--- src/rtl/udma_cpi_pix_packer.sv ---
// udma_cpi_pix_packer
// Packs the 16-bit CPI pixel stream into 32-bit words for the uDMA RX channel.
// Modes: 00/11 pass-through 16-bit, 01 two 16-bit pixels per word,
// 10 four 8-bit pixels per word (in_data_i[7:0]). A frame_end_i pulse flushes
// any partial word, zero-padded, and then pulses flush_done_o.
//
// Ports:
//   clk_i, rstn_i       clock, synchronous active-low reset
//   cfg_en_i            stage enable (low clears accumulator, blocks input)
//   cfg_mode_i[1:0]     packing mode
//   frame_end_i         end-of-frame pulse, requests a flush
//   in_data_i[15:0], in_valid_i, in_ready_o     pixel stream in
//   out_data_o[31:0], out_datasize_o[1:0], out_valid_o, out_ready_i   word out
//   flush_done_o        one-cycle pulse when a frame-end flush is complete
//
// Optional feature: define CPI_PACK_BYTESWAP_EN to add cfg_swap_i, which
// byte-reverses every word as it is loaded into the output register.

module udma_cpi_pix_packer (
    input  logic        clk_i,
    input  logic        rstn_i,
    input  logic        cfg_en_i,
    input  logic [1:0]  cfg_mode_i,
    input  logic        frame_end_i,
`ifdef CPI_PACK_BYTESWAP_EN
    input  logic        cfg_swap_i,
`endif
    input  logic [15:0] in_data_i,
    input  logic        in_valid_i,
    output logic        in_ready_o,
    output logic [31:0] out_data_o,
    output logic [1:0]  out_datasize_o,
    output logic        out_valid_o,
    input  logic        out_ready_i,
    output logic        flush_done_o
);

    localparam int unsigned OUT_W = 32;
    localparam int unsigned IN_W  = 16;
    localparam logic [1:0]  DS_16 = 2'b01;
    localparam logic [1:0]  DS_32 = 2'b10;

    typedef enum logic [1:0] {
        IDLE  = 2'd0,
        ACCUM = 2'd1,
        FLUSH = 2'd2
    } state_t;

    state_t           state;
    logic [OUT_W-1:0] acc;
    logic [1:0]       cnt;

    logic             mode_pt;
    logic             mode8;
    logic             last_lane;
    logic             load_needed;
    logic             out_free;
    logic             accept;
    logic [1:0]       cnt_after;
    logic [OUT_W-1:0] word_in;
    logic [OUT_W-1:0] pt_word;
    logic [OUT_W-1:0] pk_word;
    logic [OUT_W-1:0] pad_word;

    // Mode decode; 11 behaves as pass-through
    assign mode_pt     = (cfg_mode_i == 2'b00) || (cfg_mode_i == 2'b11);
    assign mode8       = (cfg_mode_i == 2'b10);
    assign last_lane   = mode8 ? (cnt == 2'd3) : (cnt == 2'd1);
    assign load_needed = mode_pt || last_lane;

    // Output register can take a new word if empty or draining this cycle
    assign out_free    = !out_valid_o || out_ready_i;
    assign in_ready_o  = cfg_en_i && (state == ACCUM) && !(load_needed && !out_free);
    assign accept      = in_valid_i && in_ready_o;

    // Lane count once this cycle's pixel is counted; drives the flush decision
    assign cnt_after   = (accept && !mode_pt) ? (last_lane ? 2'd0 : 2'(cnt + 2'd1)) : cnt;

    // Accumulator with the incoming pixel merged into its lane
    always_comb begin
        word_in = acc;
        if (mode8) begin
            case (cnt)
                2'd0:    word_in[7:0]   = in_data_i[7:0];
                2'd1:    word_in[15:8]  = in_data_i[7:0];
                2'd2:    word_in[23:16] = in_data_i[7:0];
                default: word_in[31:24] = in_data_i[7:0];
            endcase
        end else if (cnt[0]) begin
            word_in[31:16] = in_data_i;
        end else begin
            word_in[15:0] = in_data_i;
        end
    end

`ifdef CPI_PACK_BYTESWAP_EN
    // Pass-through swaps only the low halfword; packed words reverse all bytes
    function automatic logic [OUT_W-1:0] swap_word(input logic [OUT_W-1:0] w, input logic pt);
        if (pt)
            swap_word = {w[31:16], w[7:0], w[15:8]};
        else
            swap_word = {w[7:0], w[15:8], w[23:16], w[31:24]};
    endfunction

    assign pt_word  = cfg_swap_i ? swap_word({16'h0, in_data_i}, 1'b1) : {16'h0, in_data_i};
    assign pk_word  = cfg_swap_i ? swap_word(word_in, 1'b0) : word_in;
    assign pad_word = cfg_swap_i ? swap_word(acc, 1'b0) : acc;
`else
    assign pt_word  = {(OUT_W-IN_W)'(0), in_data_i};
    assign pk_word  = word_in;
    assign pad_word = acc;
`endif

    // Control FSM, accumulator and output register
    always_ff @(posedge clk_i) begin
        if (!rstn_i) begin
            state          <= IDLE;
            acc            <= '0;
            cnt            <= 2'd0;
            out_data_o     <= '0;
            out_datasize_o <= DS_32;
            out_valid_o    <= 1'b0;
            flush_done_o   <= 1'b0;
        end else begin
            flush_done_o <= 1'b0;
            // Drain; any load below takes priority
            if (out_ready_i) begin
                out_valid_o <= 1'b0;
            end

            case (state)
                IDLE: begin
                    acc <= '0;
                    cnt <= 2'd0;
                    if (cfg_en_i) begin
                        state <= ACCUM;
                    end
                end

                ACCUM: begin
                    if (!cfg_en_i) begin
                        state <= IDLE;
                        acc   <= '0;
                        cnt   <= 2'd0;
                    end else begin
                        if (accept) begin
                            if (mode_pt) begin
                                out_data_o     <= pt_word;
                                out_datasize_o <= DS_16;
                                out_valid_o    <= 1'b1;
                            end else if (last_lane) begin
                                out_data_o     <= pk_word;
                                out_datasize_o <= DS_32;
                                out_valid_o    <= 1'b1;
                                acc            <= '0;
                                cnt            <= 2'd0;
                            end else begin
                                acc <= word_in;
                                cnt <= 2'(cnt + 2'd1);
                            end
                        end
                        if (frame_end_i) begin
                            if (cnt_after == 2'd0) begin
                                flush_done_o <= 1'b1;
                            end else begin
                                state <= FLUSH;
                            end
                        end
                    end
                end

                FLUSH: begin
                    if (!cfg_en_i) begin
                        state <= IDLE;
                        acc   <= '0;
                        cnt   <= 2'd0;
                    end else if (out_free) begin
                        // Unused lanes of acc are already zero
                        out_data_o     <= pad_word;
                        out_datasize_o <= DS_32;
                        out_valid_o    <= 1'b1;
                        acc            <= '0;
                        cnt            <= 2'd0;
                        flush_done_o   <= 1'b1;
                        state          <= ACCUM;
                    end
                end

                default: begin
                    state <= IDLE;
                end
            endcase
        end
    end

endmodule

--- config.mk ---
export PLATFORM = sky130hd
export DESIGN_NAME = udma_cpi_pix_packer
export DESIGN_NICKNAME = d
export VERILOG_FILES = /design/src/rtl/udma_cpi_pix_packer.sv
export SDC_FILE = /design/constraint.sdc
export NUM_CORES = 1
export LEC_CHECK = 0
export CORE_MARGIN = 2
export CORE_UTILIZATION = 45
export DETAILED_ROUTE_END_ITERATION = 10
export MAX_ROUTING_LAYER = met4
export PLACE_DENSITY = 0.77
export RECOVER_POWER = 25
export SLEW_MARGIN = 20
export SYNTH_ARGS = -nofsm -noshare
export SYNTH_HDL_FRONTEND = slang
export SYNTH_SLANG_ARGS = --single-unit
export TNS_END_PERCENT = 100
--- constraint.sdc ---
create_clock -name clk_i -period 2.1 [get_ports clk_i]
set_input_delay 0.42 -clock clk_i [delete_from_list [all_inputs] [get_ports clk_i]]
set_output_delay 0.42 -clock clk_i [all_outputs]
set_load 0.03 [all_outputs]
# [Yosys cells after proc, flatten, opt, wreduce, memory -nomap -nowiden]
# Index checks and enable logic that the tools add are counted.
[classes] mux=58 eq_ne=18 reduce_logical=22 n_addsub=1
[op_table] op="two-way mux 32 bit" n=13
[op_table] op="one-hot mux 32 bit (3 select lines)" n=1
[op_table] op="one-hot mux 32 bit (2 select lines)" n=1
[op_table] op="two-way mux 2 bit" n=19
[op_table] op="two-way mux 16 bit" n=2
[op_table] op="two-way mux 8 bit" n=4
[op_table] op="!= test 3 bit, second input constant" n=6
[op_table] op="two-way mux 1 bit" n=13
[op_table] op="one-hot mux 2 bit (3 select lines)" n=2
[op_table] op="equality test 2 bit, second input constant" n=5
[op_table] op="!= test 2 bit, second input constant" n=5
[op_table] op="zero test 2 bit" n=4
[op_table] op="AND reduction 4 bit" n=2
[op_table] op="AND reduction 6 bit" n=1
[op_table] op="logical AND 1 bit" n=5
[op_table] op="equality test 2 x 1 -> 1 bit, second input constant" n=2
[op_table] op="zero test 1 bit" n=4
[op_table] op="one-hot mux 1 bit (2 select lines)" n=2
[op_table] op="one-hot mux 2 bit (2 select lines)" n=1
[op_table] op="logical OR 1 bit" n=3
[op_table] op="nonzero test 3 bit" n=1
[op_table] op="OR reduction 3 bit" n=1
[op_table] op="adder 2 x 1 -> 2 bit, second input constant" n=1
[op_table] op="nonzero test 2 bit" n=1
[word_totals] inputBits=24 register_bits=72 output_inout_bits=37

# [Depth between registers and ports, before layout]
[logic_depth] word_depth=14 ltp_mapped=10 ltp_nobuf=7

# [Least setup slack after synthesis]
# Ideal clock, no wire load.
[synth_timing] path_kind="in2reg" from="input cfg_mode_i[0]" to="register acc[0]" t_required_ns=1.983 t_arrival_ns=2.112 stages=8 path_buffers=1 slack_ns=-0.129 setup_ns=0.117 path_cell_list="inv_1 ha_1 and2b_1 o21ai_2 a311o_4 buf_6 a21o_4 a32o_1"
[synth_via] elab_chain_len=9 elab_cells_between_ends=19
[synth_lines] item="start, declared" line_no="23" text="input logic [1:0] cfg_mode_i,"
[synth_lines] item="equality test 2 bit, or another cell as far along" line_no="67" text="assign mode8 = (cfg_mode_i == 2'b10);"
[synth_lines] item="two-way mux 1 bit / logical OR 1 bit (equally long branches)" line_no="68, 66"
[synth_lines] item="logical OR 1 bit" line_no="69" text="assign load_needed = mode_pt || last_lane;"
[synth_lines] item="logical AND 1 bit" line_no="73" text="assign in_ready_o = cfg_en_i && (state == ACCUM) && !(load_needed && !out_free);"
[synth_lines] item="zero test 1 bit" line_no="73"
[synth_lines] item="logical AND 1 bit" line_no="73"
[synth_lines] item="logical AND 1 bit" line_no="74" text="assign accept = in_valid_i && in_ready_o;"
[synth_lines] item="!= test 3 bit (no line)"
[synth_lines] item="AND reduction 4 bit (no line)"
[synth_lines] item="end signal, assigned" line_no="158" text="acc <= word_in;"
[synth_lines] item="end, declared" line_no="50" text="logic [OUT_W-1:0] acc;"
# Parallel ways exist; a longest one is shown, timed or not. The select of a mux whose other input is x is not followed.
# A chain may end at the register's enable or synchronous reset.

# [Final worst setup path]
[layout_timing] from="register cnt[1]" to="output in_ready_o"
[layout_via] elab_chain_len=6 elab_cells_between_ends=7
[layout_lines] item="start, declared" line_no="51" text="logic [1:0] cnt;"
[layout_lines] item="start signal, assigned" line_no="159" text="cnt <= 2'(cnt + 2'd1);"
[layout_lines] item="equality test 2 x 1 -> 1 bit / equality test 2 bit (equally long branches)" line_no="68" text="assign last_lane = mode8 ? (cnt == 2'd3) : (cnt == 2'd1);"
[layout_lines] item="two-way mux 1 bit *" line_no="68"
[layout_lines] item="logical OR 1 bit *" line_no="69"
[layout_lines] item="logical AND 1 bit *" line_no="73"
[layout_lines] item="zero test 1 bit *" line_no="73"
[layout_lines] item="logical AND 1 bit *" line_no="73"
[layout_lines] item="end, declared" line_no="30" text="output logic in_ready_o,"
# Every way passes the cells marked *; elsewhere a longest branch is shown, timed or not.

==> impl_metrics.toml <==
[synth]
ys.flop_type = "dfxtp_1"
synth_seq_cells = 72
netlist_instances = 391
ys_seq_area_frac = 0.4119
synth_cell_types = 53
yosysTopAreaCell = "dfxtp_1"
synth.area.top_cells = "dfxtp_1, o21ai_0, a21oi_1"
netlist_area_um2 = 3500
synth.avg_cell_area_um2 = 8.950
postSynth.asyncResetShare = 0
yosysMostFrequentCell = "dfxtp_1"
syn-num-nets = 424
yosysWarnings = 0
synth.top_cell.area_share = 0.4119
synth_common_cells = "dfxtp_1, o21ai_0, a21oi_1, nand2_1, nand3_1"
synth_edf_count = 0

[sta]
tns_ns = -0.0004912
rsz0062_at_grt = "yes"
fin_worst_skew_ns = 0.007212
setup_viol = 1
fin_crit_sh = 1.000
drv_slew = 0
hold_viol = 0
tightestPinTransition_ns = 0.5653
setup_ws_ns = -0.0004912
fmax_mhz = 476.1
max_slew_margin = 0.6231
period_needed_ns = 2.100

[layout]
drive_gt1_frac = 0.2168
instances_no_fill = 591
nNetsFinal = 517
area_growth_pct = 37.29
n_antenna_cell = 0
regArea_um2 = 1450
multiInputGateArea_um2 = 1957
nFillCells = 644

[worst_setup_path]
path_class = "reg -> out"
crit_required_ns = 1.68
crit_top_cell = "nor2_2"
timing.rr.start = "cnt[1]"
cpPeakStageDelay_ns = 0.39
crit_buf_inv = 3
slowest_stage = "dfxtp_4"
cp-start-kind = "flop"
crit_path_cell_trace = "inv_4 -> ha_4 -> mux2_4 -> nor2_4 -> buf_4 -> nor2_2 -> nor2_2 -> buf_6"
cp-end-kind = "primary output"
path_max_fanout = 3
critPathLaunch = "cnt[1]"
cp.arrival_ns = 1.68
cp_top_family = "flip-flops"

[routing]
dr.pass1.iters = 5
drt_iter0_drc = 243
drtAntennaViolNets = 0
routed_wirelength_um = 9968
drc = 0
routed-via-count = 3482
vias_per_cell = 5.892
post_drt_wl_per_cell_um = 16.87

[floorplanning]
initial_utilization = 0.4576
dieArea_um2 = 8498
die_w_um = 92.19
core_area_um2 = 7647
num_rows = 32
die_y_um = 92.19
pin_count = 61

[flow_run]
cap_violations = 0

[global_routing]
grt_max_degree = 63
antenna_found_initial = 0
grt-ovfl-total = 0
grt_pass1_vias = 3294
track_usage = 0.2483
grt_pass1_wl_um = 16370

[cts]
clk_latency_ns = 0.36
cts_max_path_buffers = 2
cts_tree = "done"
clkTransAtPathRegs_ns = 0.08
cts_buffers = 9
holdBufCountCts = 0
h-tree-depth = 3
cts.sinks = 72
root_buffer = "clkbuf_8"

[placement]
hpwl_um = 6798
numPortBuffers = 60
place_congestion = 0.8409
preCtsSetupSlack_ns = -0.4436
dp_cells = 568

[power_and_ir_drop]
p_leak_nw = 1.909
vdd_ir_drop_max_v = 0.0005317
power_density_nw_per_um2 = 821.3

[min_path]
hp-start = "rstn_i"
hold_path_class = "in -> reg"

[outcome]
status = "finished, violations left"
violations = "setup timing"
[worst register-to-register path, stage by stage, from the launching register on]
cell     delay, ns
dfxtp_4       0.39
inv_4         0.05
ha_4          0.15
buf_4         0.15
mux2i_4       0.16
o21ai_2       0.11
a311o_4       0.38
nor3_4        0.36
a32o_2        0.18
[cell families (layout without fill, tap and decap cells)]
logic type               Yosys count  after routing  share of synthesized area
AO/OA/AOI/OAI                    170            170                     0.3382
AND/OR/NAND/NOR                   90             90                     0.1352
flip-flops                        72             72                     0.4119
buffers and inverters             40            138                    0.05005
multiplexers                      10             10                    0.03254
adder cells (fa/ha/maj)            9              9                    0.03218
[through the flow]
step           power, mW    util  hold WS (ns)  cell area, µm²
4_1_cts            3.943  0.6253        0.4327            4782
3_5_place_dp       2.700  0.5851        0.4683            4474
5_1_grt            4.119  0.6283        0.4679            4805
6_report           3.946  0.6283        0.4513            4805
2_1_floorplan      2.241       -        0.4495            3517
3_3_place_gp       2.678  0.5851        0.4617            4474
[layout make-up]
cell class | instances | share of cell area
well taps | 102 | 0.02656
multi-input cells | 279 | 0.4073
clock inverters | 6 | 0.01875
clock buffers | 10 | 0.02656
repair buffers | 112 | 0.2102
inverters | 10 | 0.008854
flip-flops and latches | 72 | 0.3018
[metal layers]
metal	vias to the layer above	GRT usage	routed length, µm
met4	0	0.08333	218
met1	1641	0.3082	4308
met3	26	0.03533	576
met2	132	0.4167	4865
li1	1683	-	-
met5	-	-	0
[worst paths after layout]
path / end / slack (ns) / cells after the start
setup / recovery: in_ready_o / -0.0005 / 8
hold reg to reg: acc[11] / 0.48 / 2
hold / removal: cnt[0] / 0.45 / 3
setup reg to reg: acc[0] / 0.12 / 8
[what timing repair did]
action	4_1_cts	5_1_grt
endpoints found under the setup margin	24	23
gates cloned	0	0
setup buffers	6	1
resized for setup	16	6
pin swaps	4	8
[cells in the final DEF (no fill, tap or decap), types with 3 or more instances in the layout]
cell,synthesis,layout
o221a_2,8,8
clkbuf_8,0,9
nand3_1,21,21
dlygate4sd3_1,0,25
or3_1,10,10
ha_1,9,5
a31oi_1,8,8
ha_4,0,3
clkdlybuf4s50_1,0,31
a211o_1,8,8
o31ai_1,9,9
inv_1,9,7
a22oi_1,16,16
nand2_1,23,23
nor2_2,1,4
dfxtp_1,72,69
o21ai_0,42,41
nand4_1,3,3
nor2_1,16,12
mux2i_1,8,8
a32o_1,8,7
buf_4,0,50
a22o_1,16,16
a21oi_1,38,38
[flip-flops by register name (all words and copies together) (netlist names)]
signal	cells
cnt	2
acc	32
out_valid_o	1
out_data_o	32
state	2
flush_done_o	1
out_datasize_o	2
[power by group]
| part | internal, mW | leakage, nW | switching [mW] |
|---|---|---|---|
| clock | 0.676 | 0.107 | 0.560 |
| sequential | 1.47 | 0.584 | 0.0630 |
| combinational | 0.518 | 1.22 | 0.664 |
| total | 2.66 | 1.91 | 1.29 |
Power figures use the tool's default switching activity.
